## src/rtl/uart_pkg.sv

```systemverilog
// Shared definitions for the UART result transmitter: FSM encodings, frame
// constants and the response-frame byte helpers.
package uart_pkg;

  localparam int unsigned FRAME_BYTES          = 5;
  localparam int unsigned DEFAULT_CLKS_PER_BIT = 868;
  localparam logic [7:0]  DEFAULT_HEADER       = 8'hA5;

  typedef enum logic [1:0] {StIdle, StStartBit, StDataBits, StStopBit} bit_state_e;
  typedef enum logic [1:0] {TopIdle, TopSend, TopNextByte} top_state_e;

  function automatic logic [7:0] frame_checksum(logic [7:0] hdr, logic [2:0] op,
                                                logic [15:0] res);
    return hdr ^ {5'b0, op} ^ res[15:8] ^ res[7:0];
  endfunction

  function automatic logic [7:0] frame_byte(logic [2:0] idx, logic [7:0] hdr, logic [2:0] op,
                                            logic [15:0] res, logic [7:0] chk);
    logic [7:0] b;
    case (idx)
      3'd0:    b = hdr;
      3'd1:    b = {5'b0, op};
      3'd2:    b = res[15:8];
      3'd3:    b = res[7:0];
      default: b = chk;
    endcase
    return b;
  endfunction

endpackage

```

## src/rtl/uart_result_tx_if.sv

```systemverilog
// Request/response bundle between the ALU side and the UART result transmitter.
interface uart_result_tx_if;
  logic        start;
  logic [15:0] result;
  logic [2:0]  opcode;
  logic        tx;
  logic        busy;
  logic        done;

  modport master (output start, result, opcode, input tx, busy, done);
  modport slave  (input start, result, opcode, output tx, busy, done);
endinterface

```

## src/rtl/uart_tx_byte.sv

```systemverilog
// 8N1 byte serializer, LSB first. tx_done_o is high in the final cycle of the
// stop bit so the caller can chain the next byte with a single-cycle gap.
module uart_tx_byte
  import uart_pkg::*;
#(
  parameter int unsigned CLKS_PER_BIT = DEFAULT_CLKS_PER_BIT
) (
  input  logic       clk_i,
  input  logic       rst_ni,
  input  logic       valid_i,
  input  logic [7:0] data_i,
  output logic       tx_o,
  output logic       busy_o,
  output logic       tx_done_o
);

  localparam int unsigned    CntW   = $clog2(CLKS_PER_BIT);
  localparam logic [CntW-1:0] CntMax = CntW'(CLKS_PER_BIT - 1);

  bit_state_e      state_q, state_d;
  logic [CntW-1:0] cnt_q, cnt_d;
  logic [2:0]      bit_q, bit_d;
  logic [7:0]      data_q, data_d;
  logic            tx_q, tx_d;
  logic            bit_end;

  assign bit_end = (cnt_q == CntMax);

  always_comb begin
    state_d   = state_q;
    cnt_d     = cnt_q;
    bit_d     = bit_q;
    data_d    = data_q;
    tx_d      = tx_q;
    tx_done_o = 1'b0;
    unique case (state_q)
      StIdle: begin
        if (valid_i) begin
          state_d = StStartBit;
          cnt_d   = '0;
          data_d  = data_i;
          tx_d    = 1'b0;
        end
      end
      StStartBit: begin
        if (bit_end) begin
          state_d = StDataBits;
          cnt_d   = '0;
          bit_d   = '0;
          tx_d    = data_q[0];
        end else begin
          cnt_d = cnt_q + 1'b1;
        end
      end
      StDataBits: begin
        if (bit_end) begin
          cnt_d = '0;
          if (bit_q == 3'd7) begin
            state_d = StStopBit;
            tx_d    = 1'b1;
          end else begin
            // Shift register keeps the current bit at data_q[0].
            bit_d  = bit_q + 3'd1;
            data_d = {1'b0, data_q[7:1]};
            tx_d   = data_q[1];
          end
        end else begin
          cnt_d = cnt_q + 1'b1;
        end
      end
      StStopBit: begin
        if (bit_end) begin
          state_d   = StIdle;
          cnt_d     = '0;
          tx_done_o = 1'b1;
        end else begin
          cnt_d = cnt_q + 1'b1;
        end
      end
      default: state_d = StIdle;
    endcase
  end

  always_ff @(posedge clk_i or negedge rst_ni) begin
    if (!rst_ni) begin
      state_q <= StIdle;
      cnt_q   <= '0;
      bit_q   <= '0;
      data_q  <= '0;
      tx_q    <= 1'b1;
    end else begin
      state_q <= state_d;
      cnt_q   <= cnt_d;
      bit_q   <= bit_d;
      data_q  <= data_d;
      tx_q    <= tx_d;
    end
  end

  assign tx_o   = tx_q;
  assign busy_o = (state_q != StIdle);

endmodule

```

## src/rtl/uart_result_tx.sv

```systemverilog
// Captures an ALU result/opcode on start and sends the 5-byte response frame
// (header, opcode, result hi, result lo, XOR checksum) over UART 8N1.
module uart_result_tx
  import uart_pkg::*;
#(
  parameter int unsigned CLKS_PER_BIT = DEFAULT_CLKS_PER_BIT,
  parameter logic [7:0]  HEADER       = DEFAULT_HEADER
) (
  input  logic             clock,
  input  logic             reset,
  uart_result_tx_if.slave  bus
);

  top_state_e  state_q, state_d;
  logic [2:0]  idx_q, idx_d;
  logic [15:0] result_q, result_d;
  logic [2:0]  opcode_q, opcode_d;
  logic [7:0]  chk_q, chk_d;
  logic        busy_q, busy_d;
  logic        done_q, done_d;

  logic        accept;
  logic        byte_valid;
  logic [7:0]  byte_data;
  logic        byte_tx;
  logic        byte_busy;
  logic        byte_done;

  // The done cycle is still the tail of the old frame, so start is refused then.
  assign accept     = (state_q == TopIdle) && bus.start && !done_q && !byte_busy;
  assign byte_valid = accept || (state_q == TopNextByte);
  // idx_q is 0 while idle, so the header is presented on the accept cycle itself.
  assign byte_data  = frame_byte(idx_q, HEADER, opcode_q, result_q, chk_q);

  always_comb begin
    state_d  = state_q;
    idx_d    = idx_q;
    result_d = result_q;
    opcode_d = opcode_q;
    chk_d    = chk_q;
    busy_d   = busy_q;
    done_d   = 1'b0;
    unique case (state_q)
      TopIdle: begin
        if (accept) begin
          state_d  = TopSend;
          idx_d    = '0;
          result_d = bus.result;
          opcode_d = bus.opcode;
          chk_d    = frame_checksum(HEADER, bus.opcode, bus.result);
          busy_d   = 1'b1;
        end
      end
      TopSend: begin
        if (byte_done) begin
          if (idx_q == 3'(FRAME_BYTES - 1)) begin
            state_d = TopIdle;
            idx_d   = '0;
            busy_d  = 1'b0;
            done_d  = 1'b1;
          end else begin
            state_d = TopNextByte;
            idx_d   = idx_q + 3'd1;
          end
        end
      end
      TopNextByte: state_d = TopSend;
      default:     state_d = TopIdle;
    endcase
  end

  always_ff @(posedge clock or negedge reset) begin
    if (!reset) begin
      state_q  <= TopIdle;
      idx_q    <= '0;
      result_q <= '0;
      opcode_q <= '0;
      chk_q    <= '0;
      busy_q   <= 1'b0;
      done_q   <= 1'b0;
    end else begin
      state_q  <= state_d;
      idx_q    <= idx_d;
      result_q <= result_d;
      opcode_q <= opcode_d;
      chk_q    <= chk_d;
      busy_q   <= busy_d;
      done_q   <= done_d;
    end
  end

  uart_tx_byte #(
    .CLKS_PER_BIT (CLKS_PER_BIT)
  ) u_tx_byte (
    .clk_i     (clock),
    .rst_ni    (reset),
    .valid_i   (byte_valid),
    .data_i    (byte_data),
    .tx_o      (byte_tx),
    .busy_o    (byte_busy),
    .tx_done_o (byte_done)
  );

  assign bus.tx   = byte_tx;
  assign bus.busy = busy_q;
  assign bus.done = done_q;

endmodule

```

## src/flat_wrapper.sv

```systemverilog
// flat-port wrapper written by rule: the top's interface ports become plain ports
module uart_result_tx_flat import uart_pkg::*;
#(
  parameter int unsigned CLKS_PER_BIT = DEFAULT_CLKS_PER_BIT,
  parameter logic [7:0]  HEADER       = DEFAULT_HEADER
)
  (clock, reset, bus_start, bus_result, bus_opcode, bus_tx, bus_busy, bus_done);
  uart_result_tx_if bus_i ();
  input  logic clock;
  input  logic reset;
  input wire logic [$bits(bus_i.start)-1:0] bus_start;
  input wire logic [$bits(bus_i.result)-1:0] bus_result;
  input wire logic [$bits(bus_i.opcode)-1:0] bus_opcode;
  output wire logic [$bits(bus_i.tx)-1:0] bus_tx;
  output wire logic [$bits(bus_i.busy)-1:0] bus_busy;
  output wire logic [$bits(bus_i.done)-1:0] bus_done;
  assign bus_i.start = bus_start;
  assign bus_i.result = bus_result;
  assign bus_i.opcode = bus_opcode;
  assign bus_tx = bus_i.tx;
  assign bus_busy = bus_i.busy;
  assign bus_done = bus_i.done;
  uart_result_tx #(.CLKS_PER_BIT(CLKS_PER_BIT), .HEADER(HEADER)) u_core (.clock(clock), .reset(reset), .bus(bus_i));
endmodule
```

## config.mk

```make
export PLATFORM = sky130hd
export DESIGN_NAME = uart_result_tx_flat
export DESIGN_NICKNAME = d
export VERILOG_FILES = /design/src/rtl/uart_pkg.sv /design/src/rtl/uart_result_tx_if.sv /design/src/rtl/uart_tx_byte.sv /design/src/rtl/uart_result_tx.sv /design/src/flat_wrapper.sv
export SDC_FILE = /design/constraint.sdc
export NUM_CORES = 1
export LEC_CHECK = 0
export CAP_MARGIN = 30
export CORE_ASPECT_RATIO = 1.4
export CORE_UTILIZATION = 25
export DETAILED_ROUTE_END_ITERATION = 8
export DONT_BUFFER_PORTS = 1
export PLACE_DENSITY_LB_ADDON = 0.12
export SYNTH_ARGS = -nofsm -noshare
export SYNTH_HDL_FRONTEND = slang
export SYNTH_HIERARCHICAL = 1
export SYNTH_SLANG_ARGS = --single-unit
```

## constraint.sdc

```tcl
create_clock -name clock -period 2.15 [get_ports clock]
set_input_delay 0.645 -clock clock [delete_from_list [all_inputs] [get_ports clock]]
set_output_delay 0.645 -clock clock [all_outputs]
set_load 0.05 [all_outputs]
```

==> impl_metrics.toml <==
[clock_network]
root_buffer = "clkbuf_16"
cts.sinks = 58
clk_latency_ps = 330
cts_tree = "yes"
path_clk_slew_ps = 60
htreeDepth = 3
clockBufferDepth = 2
cts_buffers = 9

[sta]
hold_viol_final = 0
finClkSkew_ps = 4.94
min_period_ps = 2060
worst_slack_ps = 85.1
setup-violations-final = 0
post-route-period-util = 0.960
tightest_slew_ps = 583
setup_tns_ps = 0
fmax_mhz = 484
rsz0062_at_grt = "yes"
slew_headroom = 0.610
whs_ps = 130
slew_viol_final = 0

[floorplanning]
die_area_mm2 = 0.0126
fp.dieH_um = 133
io_pins = 25
std_cell_rows = 47
core_area_mm2 = 0.0118
initial_core_util = 0.258
die_width_um = 95.3

[critical_path]
worst_setup_path_end_kind = "flip-flop"
cp_max_fo = 7
rr_worst_depth = 6
required_ps = 2360
path_class = "reg2reg"
critPathLaunchType = "flip-flop"
crit-reg2reg-launch = "u_core/idx_q[0]"
reg2reg_to = "u_core/u_tx_byte/data_q[1]"
rrSetupSlack_ps = 90
arrival_ps = 2270

[placed_design]
io_buffers = 0
pre_cts_ws_ps = -91.4
hpwlAfterDp_um = 4710
gp_congestion = 0.684
placed_cells = 416

[drt]
wire_per_inst_um = 16.3
drt_iter0_drc = 68
via_count = 2016
drcViolationCount = 0
wl_um = 7140
drt_pass1_iterations = 4
via_per_inst = 4.60
ant_nets = 0

[synth]
syn_nets = 296
async_flop_share = 1.00
synthCells = 261
synth-seq-cells = 58
yosysSeqAreaShare = 0.477
synth.top_cell.area_share = 0.469
netlist_area_mm2 = 0.00304
synth.area.top_cells = "dfrtp_1 (47%), mux2_2 (13%), ha_1 (5.3%)"
synthTopCellsByCount = "dfrtp_1 (57), mux2_2 (34), nor2_1 (17)"
yosysMostFrequentCell = "dfrtp_1"
synth.avg_cell_area_um2 = 11.7
synth_edf_count = 0
synth-main-ff-cell = "dfrtp_1"
synth_cell_types = 46
ys_warn_count = 6
synth_top_area_cell = "dfrtp_1"

[layout]
num_antenna_cells = 0
drive_gt1_frac = 0.326
instances_no_fill = 438
area_delta_synth_final_pct = 25.2
layout.nets = 321

[job]
maxCapViolations = 0

[global_routing]
first_global_vias = 2112
grtUsageTotal = 0.127
grt_pass1_wl_um = 11700
grt_max_degree = 28
antenna_found_initial = 0
grt_overflow = 0

[power_and_ir_drop]
finalPower_mw = 2.82
p_leak_nw = 1.76
power.density_mw_per_mm2 = 740
vdd.ir_drop.worst_uv = 397

[outcome]
status = "completed"

[min_path]
hold_class = "in2async"
## layer usage
metal / share of wire / track usage / vias up
met5: 0 / 0 / -
met4: 0.017 / 0.0530 / 0
met3: 0.030 / 0.0299 / 10
met2: 0.53 / 0.215 / 25
met1: 0.42 / 0.150 / 1005
li1: - / - / 976
## worst max-delay path, stage by stage (launching register included)
cell      delay, ps
dfrtp_1         430
ha_1            220
ha_2            240
a222oi_1        400
a21oi_1         140
mux2_2          260
mux2_2          250
## repair_timing
action | CTS | global route
hold endpoints to repair | 27 | 0
buffers inserted | 1 | 0
pin swaps | 0 | 3
resized for setup | 1 | 9
hold buffers | 5 | 0
setup endpoints to repair | 8 | 24
## flip-flops by register name, indices dropped and copies added (netlist names), 2 cells and up
name / flops
u_core/u_tx_byte/state_q: 2
u_core/result_q: 16
u_core/u_tx_byte/bit_q: 3
u_core/opcode_q: 3
u_core/state_q: 2
u_core/u_tx_byte/data_q: 8
u_core/idx_q: 3
u_core/chk_q: 8
u_core/u_tx_byte/cnt_q: 10
## layout make-up
| class | instances | area [um2] |
|---|---|---|
| Inverter | 8 | 30.0 |
| Tap cell | 147 | 184 |
| Multi-Input combinational cell | 183 | 1560 |
| Fill cell | 1218 | 8010 |
| Clock inverter | 5 | 77.6 |
| Sequential cell | 58 | 1450 |
| Timing Repair Buffer | 26 | 268 |
| Clock buffer | 11 | 243 |
## power by group
group          switching (mW)  leakage (nW)  internal [mW]
Clock                   0.517         0.156           1.04
Combinational          0.0504         0.881         0.0679
Sequential             0.0185         0.725           1.12
Total                   0.586          1.76           2.23
## stage by stage
| stage | utilization | instance area [um2] |
|---|---|---|
| 6_report | 0.322 | 3810 |
| 5_1_grt | 0.322 | 3810 |
| 4_1_cts | 0.319 | 3770 |
| 3_5_place_dp | 0.285 | 3370 |
| 3_3_place_gp | 0.285 | 3370 |
| 2_1_floorplan | - | 3070 |
## kinds of logic after synthesis
| group | Yosys count | share of synthesized area |
|---|---|---|
| xor+xnor | 19 | 0.0547 |
| fa+ha+maj | 13 | 0.0534 |
| compound gates | 37 | 0.0884 |
| mux | 44 | 0.174 |
| buf+inv | 20 | 0.0312 |
| flops | 58 | 0.477 |
| simple gates | 70 | 0.121 |
## cells in the final DEF, fill, tap and decap left out, drive strengths merged, types with 7 or more instances in the layout
cell,Yosys,routed
o21ai,8,8
nand2,16,16
dfrtp,57,57
xnor2,10,10
mux2,44,44
nor2,17,17
buf,6,22
clkbuf,6,11
xor2,9,9
and3,7,7
inv,8,8
ha,13,13
## worst max path at each step
stage | from | endpoint | slack [ps] | cells after the start
6_report | u_core/idx_q[0] | u_core/u_tx_byte/data_q[1] | 90 | 6
5_1_grt | u_core/u_tx_byte/state_q[1] | u_core/u_tx_byte/data_q[3] | -20 | 10
4_1_cts | u_core/u_tx_byte/state_q[0] | u_core/u_tx_byte/data_q[2] | 10 | 10
3_5_place_dp | bus_start | u_core/u_tx_byte/data_q[3] | -90 | 6
3_3_place_gp | bus_start | u_core/u_tx_byte/data_q[5] | -60 | 6
2_1_floorplan | u_core/u_tx_byte/state_q[0] | u_core/u_tx_byte/data_q[1] | -30 | 10
Power figures use the tool's default switching activity.
